File: config.mk
export PLATFORM = sky130hd
export DESIGN_NAME = button_counter_display
export DESIGN_NICKNAME = d
export VERILOG_FILES = /design/src/rtl/button_counter_display.sv
export SDC_FILE = /design/constraint.sdc
export NUM_CORES = 1
export LEC_CHECK = 0
export CORE_MARGIN = 4
export CORE_UTILIZATION = 42
export CTS_CLUSTER_SIZE = 25
export DETAILED_ROUTE_END_ITERATION = 10
export SYNTH_ARGS = -nofsm -noshare
export SYNTH_HDL_FRONTEND = slang
export SYNTH_SLANG_ARGS = --single-unit
File: constraint.sdc
create_clock -name clock_50 -period 6.2 [get_ports clock_50]
set_input_delay 1.24 -clock clock_50 [delete_from_list [all_inputs] [get_ports clock_50]]
set_output_delay 1.24 -clock clock_50 [all_outputs]
set_load 0.03 [all_outputs]
File: src/rtl/button_counter_display.sv
// Lab-board responder: debounced pushbuttons drive an 8-digit BCD up/down counter shown on seven-segment displays.
// Latency: button level to display is DEBOUNCE_CYCLES+5 edges; no backpressure, every accepted press is applied.

module button_counter_display_debounce #(
  parameter int DEBOUNCE_CYCLES = 1000000
) (
  input  logic clock_50,
  input  logic reset,
  input  logic raw_n,
  output logic stable
);

  localparam int CW = (DEBOUNCE_CYCLES > 1) ? $clog2(DEBOUNCE_CYCLES) : 1;
  localparam logic [CW-1:0] CNT_LAST = CW'(DEBOUNCE_CYCLES - 1);

  logic          sync1;
  logic          sync2;
  logic [CW-1:0] count;

  always_ff @(posedge clock_50) begin
    if (reset) begin
      sync1  <= 1'b1;
      sync2  <= 1'b1;
      stable <= 1'b1;
      count  <= '0;
    end else begin
      sync1 <= raw_n;
      sync2 <= sync1;
      if (sync2 == stable) begin
        count <= '0;
      end else if (count == CNT_LAST) begin
        stable <= sync2;
        count  <= '0;
      end else begin
        count <= count + CW'(1);
      end
    end
  end

endmodule

module button_counter_display #(
  parameter int DEBOUNCE_CYCLES = 1000000
) (
  input  logic            clock_50,
  input  logic            reset,
  input  logic [3:0]      push_button_n,
  input  logic [17:0]     switch,
  output logic [7:0][6:0] seven_seg_n,
  output logic [8:0]      led_green
);

  localparam logic [31:0] BCD_MAX = 32'h9999_9999;

  logic [3:0]      stable;
  logic [3:0]      stable_d;
  logic [3:0]      pulse;
  logic [31:0]     count_bcd;
  logic            wrap;
  logic [31:0]     load_val;
  logic [7:0][6:0] seg_next;

  for (genvar b = 0; b < 4; b++) begin : g_btn
    button_counter_display_debounce #(
      .DEBOUNCE_CYCLES(DEBOUNCE_CYCLES)
    ) u_debounce (
      .clock_50(clock_50),
      .reset   (reset),
      .raw_n   (push_button_n[b]),
      .stable  (stable[b])
    );
  end

  // Press pulse only on a stable high-to-low transition; releases are ignored.
  always_ff @(posedge clock_50) begin
    if (reset) begin
      stable_d <= 4'hF;
      pulse    <= 4'h0;
    end else begin
      stable_d <= stable;
      pulse    <= stable_d & ~stable;
    end
  end

  function automatic logic [31:0] bcd_inc(input logic [31:0] v);
    logic [31:0] r;
    logic        carry;
    r     = v;
    carry = 1'b1;
    for (int i = 0; i < 8; i++) begin
      if (carry) begin
        if (v[i*4 +: 4] == 4'd9) begin
          r[i*4 +: 4] = 4'd0;
        end else begin
          r[i*4 +: 4] = v[i*4 +: 4] + 4'd1;
          carry       = 1'b0;
        end
      end
    end
    return r;
  endfunction

  function automatic logic [31:0] bcd_dec(input logic [31:0] v);
    logic [31:0] r;
    logic        borrow;
    r      = v;
    borrow = 1'b1;
    for (int i = 0; i < 8; i++) begin
      if (borrow) begin
        if (v[i*4 +: 4] == 4'd0) begin
          r[i*4 +: 4] = 4'd9;
        end else begin
          r[i*4 +: 4] = v[i*4 +: 4] - 4'd1;
          borrow      = 1'b0;
        end
      end
    end
    return r;
  endfunction

  // Load digits saturate at 9 so the counter never holds a non-BCD nibble.
  always_comb begin
    load_val = '0;
    for (int i = 0; i < 4; i++) begin
      load_val[i*4 +: 4] = (switch[i*4 +: 4] > 4'd9) ? 4'd9 : switch[i*4 +: 4];
    end
  end

  always_ff @(posedge clock_50) begin
    if (reset) begin
      count_bcd <= '0;
      wrap      <= 1'b0;
    end else if (pulse[3]) begin
      count_bcd <= '0;
      wrap      <= 1'b0;
    end else if (pulse[2]) begin
      count_bcd <= load_val;
    end else if (pulse[0] && pulse[1]) begin
      count_bcd <= count_bcd;
    end else if (pulse[0]) begin
      count_bcd <= bcd_inc(count_bcd);
      if (count_bcd == BCD_MAX) wrap <= 1'b1;
    end else if (pulse[1]) begin
      count_bcd <= bcd_dec(count_bcd);
      if (count_bcd == '0) wrap <= 1'b1;
    end
  end

  function automatic logic [6:0] seg_enc(input logic [3:0] d);
    case (d)
      4'd0:    seg_enc = 7'h40;
      4'd1:    seg_enc = 7'h79;
      4'd2:    seg_enc = 7'h24;
      4'd3:    seg_enc = 7'h30;
      4'd4:    seg_enc = 7'h19;
      4'd5:    seg_enc = 7'h12;
      4'd6:    seg_enc = 7'h02;
      4'd7:    seg_enc = 7'h78;
      4'd8:    seg_enc = 7'h00;
      4'd9:    seg_enc = 7'h10;
      default: seg_enc = 7'h7F;
    endcase
  endfunction

  // Scan from the top digit; 'leading' stays set until the first nonzero digit.
  always_comb begin
    logic leading;
    seg_next = '1;
    leading  = 1'b1;
    for (int i = 7; i >= 0; i--) begin
      if (count_bcd[i*4 +: 4] != 4'd0) leading = 1'b0;
      if (switch[17]) begin
        seg_next[i] = 7'h7F;
      end else if (switch[16] && leading && (i != 0)) begin
        seg_next[i] = 7'h7F;
      end else begin
        seg_next[i] = seg_enc(count_bcd[i*4 +: 4]);
      end
    end
  end

  always_ff @(posedge clock_50) begin
    if (reset) begin
      seven_seg_n <= {8{7'h7F}};
      led_green   <= '0;
    end else begin
      seven_seg_n <= seg_next;
      led_green   <= {wrap, count_bcd[3:0], ~stable};
    end
  end

endmodule

==> metrics.md <==
| Metric | Value |
|---|---|
| Outcome | completed |
| Crit path required time | 6540 ps |
| Pwr dens | 215 nW/um^2 |
| Worst setup SP type | input pin |
| Comb power frac | 0.041 |
| Worst-Skew Late Latency | 430 ps |
| Synth cell types | 78 |
| First-pass GRT wire length | 35800 um |
| Synthesized cell area | 9770 um^2 |
| Num CTS Buffers | 17 |
| Worst-path clk slew | 70 ps |
| Crit Path Max Fanout | 29 |
| Clock sink count | 198 |
| Worst R2R Setup Slack | 3450 ps |
| Synth Net Count | about 1200 |
| EDFF count, synth | 0 |
| Initial core utilization | 0.429 |
| DRT Pass-1 Iters | 6 |
| Row count | 55 |
| Fillers | approximately 2200 |
| Via density | 5.08 |
| Dpl hpwl | 14700 um |
| Setup_tns | 0 ps |
| DRC | 0 |
| Buf/Inv on CP | 2 |
| Crit path DAT | 3440 ps |
| Register area share after synthesis | 0.406 |
| Post-synth ARST share | 0 |
| Total die area | between 20000 and 30000 um^2 |
| Routed wl met2 | 9770 um |
| Worst Tran Pin Value | 868 ps |
| Most common cell on crit path | nor2_1 |
| Max-slew violations | 0 |
| Sw Share | 0.237 |
| GP Congestion | 0.828 |
| Dpl ws | 2640 ps |
| Final instance area | 11400 um^2 |
| CTS resizes | 0 |
| CTS root buffer | clkbuf_16 |
| CTS tree | yes |
| Final Cycle Share | 0.499 |
| Final std cells w/o fill | 1542 |
| Number of global-route vias before repair | 7202 |
| Core Footprint | 22800 um^2 |
| Synthesized flop and latch total | a little under 200 |
| Total power | between 0.002 and 0.0025 W |
| Met1 Wirelength | 10200 um |
| Top_reg_cell synth | dfxtp_1 |
| Nets@finish | 1289 |
| Die H | 160 um |
| Skew final | 9.85 ps |
| Gr usage total | 0.164 |
| GRT Residual Overflow | 0 |
| PortBufs | 88 |
| Die width | ~160 um |
| Final WS setup | between 3000 and 4000 ps |
| Peak supply drop | 0.000183 V |
| CP top delay family | simple AND/OR/NAND/NOR gates |
| Share of the synthesized area in the top cell type | 0.406 |
| Htree depth | 4 |
| Max incr delay on CP | 600 ps |
| HP Class | reg -> reg |
| Dpl cell area | 10800 um^2 |
| Top cell type by total area after synthesis | dfxtp_1 |
| Sequential power share | 0.528 |
| Clock Path Buffers | 2 |
| Cts hold-fix bufs | 0 |
| Post-CTS Setup Bufs | 0 |
| Vias | 7835 |
| Placed Instances | 1510 |
| Metal3 WL | between 900 and 1000 um |
| Static leakage | approximately 4.0 nW |
| Syn. warnings | 0 |
| Clk network pwr share | 0.431 |
| # setup viols final | 0 |
| Share of layout cells above drive strength 1 | 0.0578 |
| Ant diodes | 0 |
| Cell chain of the critical path | clkdlybuf4s50_1 -> buf_4 -> nor2_1 -> nand2_1 -> nor2_1 -> o21ai_0 -> o31ai_1 |
| DR iter-0 viols | 474 |
| Worst path slowest cell | nor2_1 |
| Antenna Nets Post-Route | 0 |
| Fmax | 323 MHz |
| Sw power | 0.000579 W |
| Area contributors post-synth | dfxtp_1 (41%), nor2_1 (6.8%), ha_1 (6.3%), xor2_1 (4.3%), o21ai_0 (4.2%) |
| Wire length per cell | 13.7 um |
| Critical path class | in -> reg |
| Worst rel slew slack | 0.416 |
| DR top layer | met4 |
| Area grow syn2layout | 16.3% |
| P_int | about 0.0019 W |
| Hold Vio Cnt, Final | 0 |
| Pin count of the biggest net entering global routing | 47 |
| Crit path time final | 3100 ps |
| Avg Cell Area, Syn | ~8.4 um^2 |
| Final WL | roughly 21000 um |
| CP endpoint kind | flip-flop |
| Unrepaired setup endpoints after global routing | false |
| I/O Pins | ~90 |
| Initial antenna violation count | 0 |
| Post-Syn Instances | about 1200 |
| Max-cap violations | 0 |
==> per-layer routing <==
layer | global-route usage | vias up
li1 | - | 4119
met1 | 0.227 | 3548
met2 | 0.260 | 145
met3 | 0.0354 | 23
met4 | 0.0450 | 0
met5 | 0 | -
==> worst reg2reg max path: stages, from the launching register on <==
cell	delay, ps
dfxtp_1	310
buf_4	410
inv_2	300
ha_1	340
o21ai_0	570
o31ai_2	310
a221o_1	340
a21oi_1	110
==> registers in the layout, summed over array words and instances, names as in the netlist <==
name                     flops
seven_seg_n                 56
g_btn.u_debounce.count      80
g_btn.u_debounce.sync2       4
led_green                    9
pulse                        4
count_bcd                   32
stable_d                     4
g_btn.u_debounce.stable      4
wrap                         1
g_btn.u_debounce.sync1       4
==> metrics by stage <==
stage / hold slack [ps] / utilization
after global routing: 430 / 0.499
after CTS: 412 / 0.499
final: 409 / 0.499
after detailed placement: 395 / 0.474
after global placement: 390 / 0.474
after floorplan: 389 / -
==> cells in the mapped netlist, types with 11 or more instances <==
library cell	number
and3_1	19
nand3_1	44
o21ai_0	81
xnor2_1	39
a21oi_1	55
clkbuf_1	33
buf_2	16
nand2_1	94
and2_1	14
inv_1	46
dfxtp_1	198
xor2_1	48
nand4_1	18
or2_2	13
o31ai_1	13
nor2b_1	15
nor3_1	25
ha_1	49
nor2_1	177
nor4_1	11
==> final cells by class <==
class                           count  area [um^2]  area share
Clock buffer                       19          443      0.0390
Clock inverter                     13          118      0.0104
Tap cell                          313          392      0.0345
Timing Repair Buffer               90          896      0.0789
Sequential cell                   198         3960       0.349
Multi-Input combinational cell    860         5360       0.472
Inverter                           49          184      0.0162
==> path summary, 6_finish.rpt <==
check / start / to / cells after the start
worst min-delay path: g_btn[2].u_debounce.sync1$_SDFF_PP1_ / g_btn[2].u_debounce.sync2$_SDFF_PP1_ / 1
worst max-delay path: reset / count_bcd[27]$_SDFFE_PP0P_ / 7
worst max register to register: pulse[0]$_SDFF_PP0_ / count_bcd[8]$_SDFFE_PP0P_ / 7
worst min register to register: g_btn[2].u_debounce.sync1$_SDFF_PP1_ / g_btn[2].u_debounce.sync2$_SDFF_PP1_ / 1
==> logic make-up (layout without fill, tap and decap cells) <==
family          Yosys count  count (layout)  synth area share
flops                   198             198             0.406
fa+ha+maj                49              49            0.0628
mux                       9               9            0.0105
buf+inv                 106             171            0.0451
simple gates            494             494             0.255
compound gates          221             221             0.143
xor+xnor                 87              87            0.0780
==> power by group through the flow <==
| stage | sequential [W] | combinational, W | clock [W] |
|---|---|---|---|
| 2_1_floorplan | 0.00135 | 0.0000244 | 0 |
| 3_3_place_gp | 0.00132 | 0.000101 | 0 |
| 3_5_place_dp | 0.00132 | 0.000101 | 0 |
| 4_1_cts | 0.00129 | 0.000102 | 0.00109 |
| 5_1_grt | 0.00129 | 0.000107 | 0.00114 |
| 6_report | 0.00129 | 0.000100 | 0.00105 |
==> cells in the final DEF, fill, tap and decap left out, types with 3 or more instances in the layout <==
master and n:
xor2_1 48, or4_1 4, nor4_1 11, o21bai_1 6, a211oi_1 8, a211o_1 4, nor2_1 177, clkinvlp_4 4
xnor2_1 39, a221oi_1 4, nor4b_1 3, and2_1 14, ha_1 49, or3_1 9, inv_6 3, and4_1 9
and3_1 19, nand2_1 94, or2_2 13, inv_1 46, nand2b_1 5, nor3b_2 5, nand3b_1 8, o211ai_1 6
o31ai_1 13, a31oi_1 9, nand4_1 18, nor3b_1 7, mux2i_1 8, clkbuf_16 17, clkdlybuf4s50_1 88, a21oi_1 55
o21ai_0 81, nor3_1 25, nand3_1 44, nor2b_1 15, dfxtp_1 198
Note: power is estimated with default switching activity, not from simulation.
==> patch 1 (same settings) <==
Register the output `seven_seg_n` once more, cleared by the reset; this adds one clock of latency there. The other outputs are not delayed to match.
--- a/src/rtl/button_counter_display.sv
+++ b/src/rtl/button_counter_display.sv
@@ -53,2 +53,4 @@
   localparam logic [31:0] BCD_MAX = 32'h9999_9999;
+
+  logic [7:0][6:0] seven_seg_n_s0;
 
@@ -183,6 +185,6 @@
     if (reset) begin
-      seven_seg_n <= {8{7'h7F}};
+      seven_seg_n_s0 <= {8{7'h7F}};
       led_green   <= '0;
     end else begin
-      seven_seg_n <= seg_next;
+      seven_seg_n_s0 <= seg_next;
       led_green   <= {wrap, count_bcd[3:0], ~stable};
@@ -191,2 +193,10 @@
 
+  always_ff @(posedge clock_50) begin
+    if (reset) begin
+      seven_seg_n <= '0;
+    end else begin
+      seven_seg_n <= seven_seg_n_s0;
+    end
+  end
+
 endmodule
Behaviour: not the same (Yosys sat finds a counterexample within 4 cycles, from zero or initial values and one cycle with reset high).
==> patch 1 against the unedited design <==
Via count rose by 12%. Clock skew rose by 3.8 ps. Design area up 17%. Worst setup slack improved by 87 ps. Critical path depth increased by 1. Sequential cell count is 56 higher. Routed wire length is 17% higher. Sequential power rose by 30%. Fmax up 2.9%. Area after synthesis grew 15%. Total power grew 48%. Largest power group is now clock. Highest routed layer is now met5.
==> patch 1: results (changes against the unedited design) <==
Parameter                              Value

Critical path
  Flop-to-flop setup slack    3190 ps (-260 ps)
  Critical Path Fanout Max    53 (+83%)
  FF-to-FF End    count_bcd[9]
  Slowest stage cell, crit path    a221oi_2
  Worst Reg2Reg Path Length in Cells    8 (+1)
  Launching instance or port of the critical path    pulse[0]

Synthesis
  Number of nets in the synthesized netlist    1356 (+9.6%)
  Synth top area cells    dfxtp_1 45%, ha_1 5.4%, nor2_1 5.3%
  Unique masters post-synth    71 (-9.0%)
  Synth cell count leaders    254 x dfxtp_1, 159 x nor2_1, 107 x nand2_1, 91 x o21ai_0, 69 x nor2b_1
  Part of the Yosys area used for sequential elements    45.2% (+4.6 points)
  Post-Synthesis Mean Instance Area    8.77 µm² (+4.5%)

Place
  Instance area after placement    12300 µm² (+14%)
  Post-Place Setup Slack    2880 ps (+237 ps)
  PortBufs    88 (unchanged)
  Half-perimeter wire length of the detailed placement result    16700 µm (+14%)
  Routability congestion estimate from global placement    0.815 (-1.5%)

Power
  P_sw    770 µW (+33%)
  Combinational Power Share    4.5% (+0.4 points)
  Static Leak    0.00490 µW (+23%)
  Largest vdd supply drop    0.150 mV (-18%)
  Part of the power in registers    46.5% (-6.3 points)

Drt
  Met2 wire length    10700 µm (+10%)
  Total vias in the final route    8798 (+12%)
  Number of search-and-repair iterations in the first detailed-routing pass    5 (-1)
  Topmost layer with routed signal wires    met5
  Routed wirelength normalized by instance count    14.5 µm (+6.0%)
  Violation count after the first detailed-route iteration    485 (+2.3%)

Cells and area
  Share of final layout cell area taken by non-clock buffers    6.79% (-1.1 points)
  Signal buffers    92 (+2.2%)
  Finished Layout Cells    1702 (+10%)
  Seq cells    254 (+28%)
  Clock buf/inv share    7.54% (+2.6 points)
  Share of final-layout standard cells stronger than drive strength 1    6.29% (+0.51 points)
  Proportion of cell area occupied by multi-input gates    43.2% (-4.0 points)
  Clock buffer instance count of the final layout    39 (+20)
  Number of signal-net inverters in the final layout    43 (-12%)
  Multi-input logic cell count    926 (+7.7%)
  Fill cell count    2456 (+13%)
  Multi-input gate area in the final layout    5770 µm² (+7.5%)
  Largest registers    g_btn.u_debounce.count (80), seven_seg_n (56), seven_seg_n_s0 (56)

Clock tree
  Longest Clk Path Bufs    3 (+1)
  TritonCTS Buffers    28 (+11)
  CTS H-tree depth    1 (-3)
  Insertion delay to the later sink of the worst-skew pair    540 ps (+110 ps)
  Buffer count from post-CTS setup fixing    0 (unchanged)

Timing
  Worst hold-check slack    415 ps (+5.99 ps)
  Setup skew after layout    13.6 ps (+3.77 ps)

Global routing
  Overall global routing resource usage    16.7% (+0.32 points)
  Initial antenna violation count    1 (+1)
  Met3 track demand over resource    2.96% (-0.58 points)
  Wire length of the first global-routing pass    41600 µm (+16%)
  Global-route track usage on met2    26.3% (+0.22 points)
  Largest net degree at the start of global routing    54 (+15%)

Status
  Run status    completed

Min path
  Startpoint of the worst hold path    g_btn[3].u_debounce.sync1
[patch 1: changes by cell type in the layout (fill, tap and decap cells not counted), sizes merged, moves of 11 or more]
| cell | change |
|---|---|
| dfxtp | +56 |
| nor2b | +54 |
| clkbuf | +20 |
| nor2 | -18 |
| nand2 | +13 |
| nand3 | -11 |
[patch 1: worst max-delay path by stage]
stage / slack [ps] / to
after floorplan: 3730 / count_bcd[9]
after global placement: 2970 / g_btn[2].u_debounce.count[4]
after detailed placement: 2880 / g_btn[2].u_debounce.count[15]
after CTS: 3190 / count_bcd[9]
after global routing: 2900 / count_bcd[9]
final: 3190 / count_bcd[9]
[patch 1: kinds of logic after synthesis]
| group | after synthesis | share of synthesized area (%) |
|---|---|---|
| flops | 254 | 45.2 |
| buf+inv | 103 | 3.58 |
| compound gates | 243 | 13.5 |
| fa+ha+maj | 49 | 5.45 |
| xor+xnor | 76 | 5.92 |
| simple gates | 546 | 25.2 |
| mux | 12 | 1.18 |
==> patch 2 (same settings) <==
Made on the original files. Change the localparam `BCD_MAX` from 32'h9999_9999 to 32'h73333332.
--- a/src/rtl/button_counter_display.sv
+++ b/src/rtl/button_counter_display.sv
@@ -52,3 +52,3 @@
 
-  localparam logic [31:0] BCD_MAX = 32'h9999_9999;
+  localparam logic [31:0] BCD_MAX = 32'h73333332;
 
Formal check against the unedited RTL: same outputs for any inputs over 4 cycles, from zero or initial values and one cycle with reset high; that may be too few to reach the edited logic, so the function may still have changed.
==> patch 2 against the unedited design <==
Design area is 1.3% higher. Area after synthesis is 0.86% higher. Hold slack hardly changed. First-iteration DRC count is 15% higher. Routed wire length is 7.7% higher. Total power is 2.4% higher. Non-clock buffer count stayed put. Sequential cell count stayed put. Count of clock-buffer cells in the layout stayed put. Global-route usage is 0.82 points higher. Worst setup slack worse by 180 ps. Clock power is 6% higher. Fmax is 5.4% lower. Critical path type unchanged.
==> patch 2: results (changes against the unedited design) <==
Parameter                              Value

Place
  Routability congestion estimate from global placement    0.826 (-0.23%)
  Instance area after placement    10900 µm² (+1.1%)
  DP Cell Count    1539 (+1.9%)
  Half-perimeter wire length of the detailed placement result    15800 µm (+7.6%)
  Post-Place Setup Slack    2510 ps (-138 ps)

Drt
  Number of search-and-repair iterations in the first detailed-routing pass    5 (-1)
  Violation count after the first detailed-route iteration    546 (+15%)
  Via density per instance    5.23 (+2.9%)
  Total Routed Length    22800 µm (+7.7%)

Cells and area
  Post-layout instance area    11500 µm² (+1.3%)
  Share of final-layout standard cells stronger than drive strength 1    5.33% (-0.45 points)
  Finished Layout Cells    1570 (+1.8%)
  Register with the highest flop count    g_btn.u_debounce.count
  Fill cell count    2234 (+3.0%)

Synthesis
  XOR/XNOR share of the synthesized area    7.29% (-0.51 points)
  Complex-gate fraction of the synthesized area    15.4% (+1.1 points)
  Number of nets in the synthesized netlist    1265 (+2.3%)
  Synthesized-area fraction occupied by adder cells    6.48% (+0.20 points)
  Share of synthesized registers carrying an async set or reset    0% (unchanged)
  Part of the Yosys area used for sequential elements    40.2% (-0.35 points)
  Unique masters post-synth    71 (-9.0%)
  Post-Syn Instances    1190 (+2.2%)
  Mux contribution to synthesized area    0.622% (-0.43 points)
  Most instantiated flip-flop cell in the synthesis netlist    dfxtp_1
  Synth top area cells    dfxtp_1 40%, ha_1 6.5%, nor2_1 6.5%
  Synth cell count leaders    198 x dfxtp_1, 170 x nor2_1, 90 x o21ai_0, 84 x nand2_1, 69 x a21oi_1

Power
  Part of the power in registers    51.6% (-1.2 points)
  Static Leak    0.00408 µW (+2.9%)
  P_sw    586 µW (+1.3%)
  Largest vdd supply drop    0.166 mV (-8.9%)

Global routing
  Wire length of the first global-routing pass    37400 µm (+4.6%)
  Number of global-route vias before repair    7424 (+3.1%)
  Largest net degree at the start of global routing    52 (+11%)
  Overall global routing resource usage    17.2% (+0.82 points)

Status
  Run status    completed

Critical path
  Worst endpoint data arrival time    3650 ps (+210 ps)
  Critical Path Fanout Max    15 (-48%)

Timing
  Least-Margin Pin Slew    892 ps (+23.8 ps)
  Setup skew after layout    11.7 ps (+1.86 ps)
-- patch 2: area by class of cell --
| type | instances | area share [%] |
|---|---|---|
| clock buffers | 19 | 3.94 |
| flip-flops and latches | 198 | 34.5 |
| repair buffers | 90 | 7.79 |
| well taps | 313 | 3.41 |
| clock inverters | 12 | 1.16 |
| multi-input cells | 889 | 47.6 |
| inverters | 49 | 1.60 |
-- patch 2: critical path: stages --
cell and delay (ps):
clkdlybuf4s50_1 730, nor2_1 670, nand2_1 490, nor4_1 400, a21o_1 120
-- patch 2: worst paths after layout --
| kind | startpoint | to | cells past startpoint | slack (ps) |
|---|---|---|---|---|
| hold reg to reg | g_btn[3].u_debounce.sync1 | g_btn[3].u_debounce.sync2 | 1 | 410 |
| setup reg to reg | pulse[0] | count_bcd[4] | 7 | 3480 |
| setup / recovery | reset | wrap | 5 | 2930 |
| hold / removal | g_btn[3].u_debounce.sync1 | g_btn[3].u_debounce.sync2 | 1 | 410 |
-- patch 2: layer usage --
metal  vias up  wire length, µm  GRT usage [%]
li1       4249                -              -
met4         0              205           3.68
met3        18             1320           4.87
met5         -                0              0
met1      3771            11100           24.0
met2       167            10200           26.8
-- patch 2: kinds of logic (layout without fill, tap and decap cells) --
kind of cell | after synthesis | count (layout)
compound gates | 250 | 250
xor+xnor | 82 | 82
fa+ha+maj | 51 | 51
buf+inv | 103 | 170
flops | 198 | 198
mux | 6 | 6
simple gates | 500 | 500
-- patch 2: power groups by stage --
stage	clock, µW	sequential [µW]	combinational, µW
floorplan	0	1350	23.2
global placement	0	1320	102
detailed placement	0	1320	102
CTS	1150	1290	103
global route	1190	1290	109
finish	1110	1290	102
